[config.mk]
export PLATFORM = sky130hd
export DESIGN_NAME = clk_div
export DESIGN_NICKNAME = d
export VERILOG_FILES = /design/src/rtl/clk_div.sv
export SDC_FILE = /design/constraint.sdc
export NUM_CORES = 1
export LEC_CHECK = 0
export ABC_AREA = 1
export CAP_MARGIN = 10
export CORE_AREA = 2 2 39 41
export CTS_CLUSTER_DIAMETER = 30
export DETAILED_ROUTE_END_ITERATION = 8
export DIE_AREA = 0 0 41 43
export PLACE_DENSITY = 0.3
export SYNTH_ARGS = -nofsm -noshare
export SYNTH_HDL_FRONTEND = slang
export SYNTH_SLANG_ARGS = --single-unit
[constraint.sdc]
create_clock -name clk16MHz -period 1 [get_ports clk16MHz]
set_input_delay 0.2 -clock clk16MHz [delete_from_list [all_inputs] [get_ports clk16MHz]]
set_output_delay 0.2 -clock clk16MHz [all_outputs]
set_load 0.005 [all_outputs]
[src/rtl/clk_div.sv]
// Fixed /8 and /16 clock divider built on a free-running 4-bit counter.
// Optional one-cycle strobes at each divided-clock rising edge: define CLKDIV_STROBE_EN.
module clk_div (
    input  logic clk16MHz,
    input  logic reset,
    output logic clk2MHz,
    output logic clk1MHz
`ifdef CLKDIV_STROBE_EN
    ,
    output logic strb2MHz,
    output logic strb1MHz
`endif
);

    localparam int unsigned CntW = 4;

    logic [CntW-1:0] cnt_q;
    logic [CntW-1:0] cnt_d;

    // Wraps 15 -> 0 naturally through the 4-bit add.
    always_comb begin
        cnt_d = cnt_q + CntW'(1);
    end

    always_ff @(posedge clk16MHz or posedge reset) begin
        if (reset) begin
            cnt_q <= '0;
        end else begin
            cnt_q <= cnt_d;
        end
    end

    // Outputs come straight from counter flops so they cannot glitch.
    assign clk2MHz = cnt_q[2];
    assign clk1MHz = cnt_q[3];

`ifdef CLKDIV_STROBE_EN
    logic strb2_q;
    logic strb1_q;

    // Decoded from the next count so each strobe is high while cnt holds its value.
    always_ff @(posedge clk16MHz or posedge reset) begin
        if (reset) begin
            strb2_q <= 1'b0;
            strb1_q <= 1'b0;
        end else begin
            strb2_q <= (cnt_d[2:0] == 3'd4);
            strb1_q <= (cnt_d == CntW'(8));
        end
    end

    assign strb2MHz = strb2_q;
    assign strb1MHz = strb1_q;
`endif

endmodule

Word level (Yosys, flattened, before mapping)
Index checks and enable logic that the tools add are counted.
Widths: inputs -> output; s select.
{"block": "word_totals", "elab_cells": 2, "ff_bits": 4, "out_inout_bits": 2, "input_bits": 2}
{"block": "op_classes", "addsub": 1}
{"operator": "$add 4x1->4 const B", "count": 1}

Longest topological paths before layout
{"block": "logic_depth", "ltp_word": 1, "mapped_depth": 3, "ltp_nobuf": 3}

Worst setup path before layout
Ideal clock, no wire load.
{"block": "synth_timing", "path_kind": "flip-flop to flip-flop", "startpoint": "register cnt_q[0]", "endpoint": "register cnt_q[2]", "stages_incl_launch_ff": 3, "arrival_time_ns": 0.715, "required_ns": 0.875, "period_less_slack_ns": 0.840, "setup_time_ns": 0.125, "path_buffers": 0, "setup_slack_ns": 0.160, "cell_sequence": "dfrtp_1 > ha_1 > xor2_1"}
{"block": "synth_via", "elab_chain_cells": 1}
{"element": "start, declared", "line_no": "17", "text": "logic [CntW-1:0] cnt_q;"}
{"element": "start signal, assigned", "line_no": "29", "text": "cnt_q <= cnt_d;"}
{"element": "$add 4x1->4", "line_no": "22", "text": "cnt_d = cnt_q + CntW'(1);"}
{"element": "net cnt_d[2]", "line_no": "18", "text": "logic [CntW-1:0] cnt_d;"}
The timed path passes the listed nets, and every way through them passes these cells.

Final worst setup path
{"block": "layout_timing", "startpoint": "register cnt_q[3]", "endpoint": "output clk1MHz"}
{"element": "end, declared", "line_no": "7", "text": "output logic clk1MHz"}
No word-level cell between the ends.

==> reports/metrics.sh <==
TRITONCTS='yes'
POWER.STATIC_LEAKAGE_nW=0.1320
HOLD_CLASS='input port to async pin'
TOTAL_POWER_mW=0.3670
LARGEST_REGISTERS='cnt_q x4'
LARGEST_REGISTER_FFS=4
SYNTH-MAIN-FF-CELL='sky130_fd_sc_hd__dfrtp_1'
GRT-OVFL-TOTAL=0
YS_TOP_CELLS_BY_AREA='sky130_fd_sc_hd__dfrtp_1 66%, sky130_fd_sc_hd__ha_1 8.3%, sky130_fd_sc_hd__inv_1 7.4%, sky130_fd_sc_hd__xor2_1 5.8%, sky130_fd_sc_hd__nand2_1 5.0%'
CLK_ROOT_BUFFER_CELL='sky130_fd_sc_hd__clkbuf_4'
GRT_SETUP_UNREPAIRED='no'
GLOBALPLACE.CONGESTION=0.5586
SYNTH-EDFF-COUNT=0
CRITICAL_PATH_DEPTH=1
FINAL.PERIOD_UTILIZATION=0.9254
COMBINATIONAL_POWER_SHARE=0.019
POWER-PER-CELL-AREA_nW_PER_UM2=1603
ROWS=14
SETUP.WORST_PATH.END_CLASS='output port'
ANTENNA_CELLS=0
OUTCOME='completed'
NUMCLOCKSINKS=4
CLK_PIN_SLEW_WORST_PATHS_PS=40
SYNTH_CELLS=13
FINAL_NETS=26
DIE_X_UM=41
TIMING.FINAL.SETUP_VIOLATIONS=0
VIA_PER_INST=3.081
INITIAL_CORE_UTIL=0.1094
DRC_ERRORS=0
POWER.SWITCHING_FRACTION=0.1815
WORST_EP_REQUIRED_TIME_PS=800
NUMCTSBUFFERS=3
DRT_FIRST_ITER_VIOLATIONS=2
SLOWEST_DELAY_PS=370
YOSYSMOSTFREQUENTCELL='sky130_fd_sc_hd__dfrtp_1'
START_KIND='flop'
POST_DRT_WL_PER_CELL_UM=6.297
SYNTH.CELLS.MOST_FREQUENT='4 x sky130_fd_sc_hd__dfrtp_1, 3 x sky130_fd_sc_hd__inv_1, 2 x sky130_fd_sc_hd__nand2_1'
CTS.REPAIR.RESIZED=8
ANTENNA_VIOLATING_NETS_POST_ROUTE=0
POSTSYNTHAREAPERCELL_UM2=11.65
YOSYS.AREA.TOP_TYPE='sky130_fd_sc_hd__dfrtp_1'
DIE_AR_UM2=1763
POWER.IR.VDD_WORST_mV=0.4629
MULTIINPUTGATEAREA_UM2=40.04
IOPINCOUNT=4
SYNTH-ASYNC-RESET-RATIO=1.000
POWER.SEQUENTIAL.FRACTION=0.444
SYN-CELL-AREA_UM2=151.4
WORST_PATH_FANOUT_MAX=2
DRT_PASS1_ITERATIONS=2
YOSYSWARNINGS=0
FOOTPRINT_OF_THE_FLIP_FLOPS_AND_LATCHES_UM2=100.1
YS_SEQ_AREA_FRAC=0.6612
CORE_UM2=1384
SYNTHDISTINCTLIBCELLS=7
FMAXACHIEVABLE_MHz=1081
P_SWITCHING_mW=0.06660
PATH_CLASS='flop to output port'
CLKPWRFRAC=0.537
COUNT_OF_HOLD_BUFFERS_INSERTED_BY_POST_CTS_REPAIR=0
GRT_UTIL_OVERALL=0.03931
CELL_INTERNAL_PWR_mW=0.3004
AREA_DELTA_SYNTH_FINAL_PCT=51.24
CTS_HTREE_LEVELS=1
ROUTED_WL_UM=233
PATH_CELLS='buf_2'
SYNTH_TOP_AREA_FRAC=0.6612
TRANSITION_TIME_OF_THE_TIGHTEST_SLEW_CHECK_PIN_PS=156.0
CTS_POST_SETUP_BUFFERS_INSERTED=0
FRACTION_OF_FINAL_LAYOUT_CELLS_WITH_DRIVE_STRENGTH_GREATER_THAN_1=0.3333
IO_BUFFER_COUNT=3
TIMING.FINAL.HOLD_VIOLATIONS=0
DIE_H_UM=43
FIRST_GLOBAL_VIAS=103
HOLD_SLACK_PS=145.1
FILLERINSTANCES=152
CRITICAL_PATH.TOP_DELAY_FAMILY='flip-flops'
TIMING.FINAL.MAX_SLEW_VIOLATIONS=0
TIMING.MAX_SLEW.REL_SLACK=0.8959
NUM_VIAS=114
CLOCKBUFFERDEPTH=2
YS_FF_LATCH=4
POST-ROUTE-MIN-PERIOD_PS=925.4
FINAL.SETUP_SKEW_PS=8.056
LARGEST-REGISTER='cnt_q'
MAPPEDNETLISTNETS=16
GRT_START_MAX_NET_PINS=5
WORSTREGTOREGCELLS=2
ANTENNA_VIOLATIONS_BEFORE_REPAIR=0
DRV_CAP=0
CRITPATHARRIVALTIME_PS=730
FINAL.SETUP.TNS_PS=0
CRIT_SLOWEST_CELL='sky130_fd_sc_hd__dfrtp_1'
CLOCK_LATENCY_PS=230
GLOBAL_ROUTE_WIRE_LENGTH_BEFORE_REPAIR_UM=407
CRITPATHBUFINV=1
-- layer usage --
layer  share of wire  up-vias  GRT usage
met5               0        -          0
met4               0        0          0
met3            0.19        0    0.06283
met2            0.37        8    0.03750
met1            0.44       48    0.04886
li1                -       58          -
-- logic make-up (layout without fill, tap and decap cells) --
| kind of cell | count (synthesis) | count (layout) | share of synthesized area |
|---|---|---|---|
| xor gates and xnor gates | 1 | 1 | 0.05786 |
| adders and majority gates | 1 | 1 | 0.08263 |
| buffers and inverters | 3 | 11 | 0.07437 |
| DFF | 4 | 4 | 0.6612 |
| and+or+nand+nor | 4 | 4 | 0.1240 |
-- power by group through the flow --
stage                     sequential [mW]  clock (mW)  combinational (mW)
after floorplan                     0.165           0             0.00270
after global placement              0.165           0             0.00729
after detailed placement            0.165           0             0.00738
after CTS                           0.163       0.209             0.00738
after global routing                0.162       0.222             0.00850
final                               0.163       0.197             0.00700
-- worst paths after layout --
path	from	to	slack (ps)
max	cnt_q[3]	clk1MHz	70
min	reset	cnt_q[2]	150
max reg2reg	cnt_q[0]	cnt_q[2]	150
min reg2reg	cnt_q[0]	cnt_q[0]	470
max in group asynchronous	reset	cnt_q[1]	700
min in group clk16MHz	cnt_q[0]	cnt_q[0]	470
-- metrics by stage --
step           instances  worst slack (ps)    util  instance area (µm²)
6_report              37             74.55  0.1655                229.0
5_1_grt               37             28.94  0.1655                229.0
4_1_cts               37             57.87  0.1655                229.0
3_5_place_dp          34            -24.68  0.1564                216.5
3_3_place_gp          34            -21.98  0.1564                216.5
2_1_floorplan         13             160.1       -                151.4
-- cell type report --
type | count | share of cell area
flip-flops and latches | 4 | 0.4372
multi-input cells | 6 | 0.1749
repair buffers | 5 | 0.1530
clock buffers | 3 | 0.09836
well taps | 16 | 0.08743
inverters | 3 | 0.04918
-- worst register-to-register path, delay by kind of cell (launching register included) --
kind	cells	cell delay, ps
fa+ha+maj	1	210
flops	1	390
xor+xnor	1	140
-- placed cells by master (no fill, tap or decap), drive strengths merged --
cell type	instances
xor2	1
dfrtp	4
nand3	1
nand2	2
inv	3
nand4	1
buf	4
clkbuf	3
ha	1
clkdlybuf4s50	1
(Power assumes the default switching activity.)
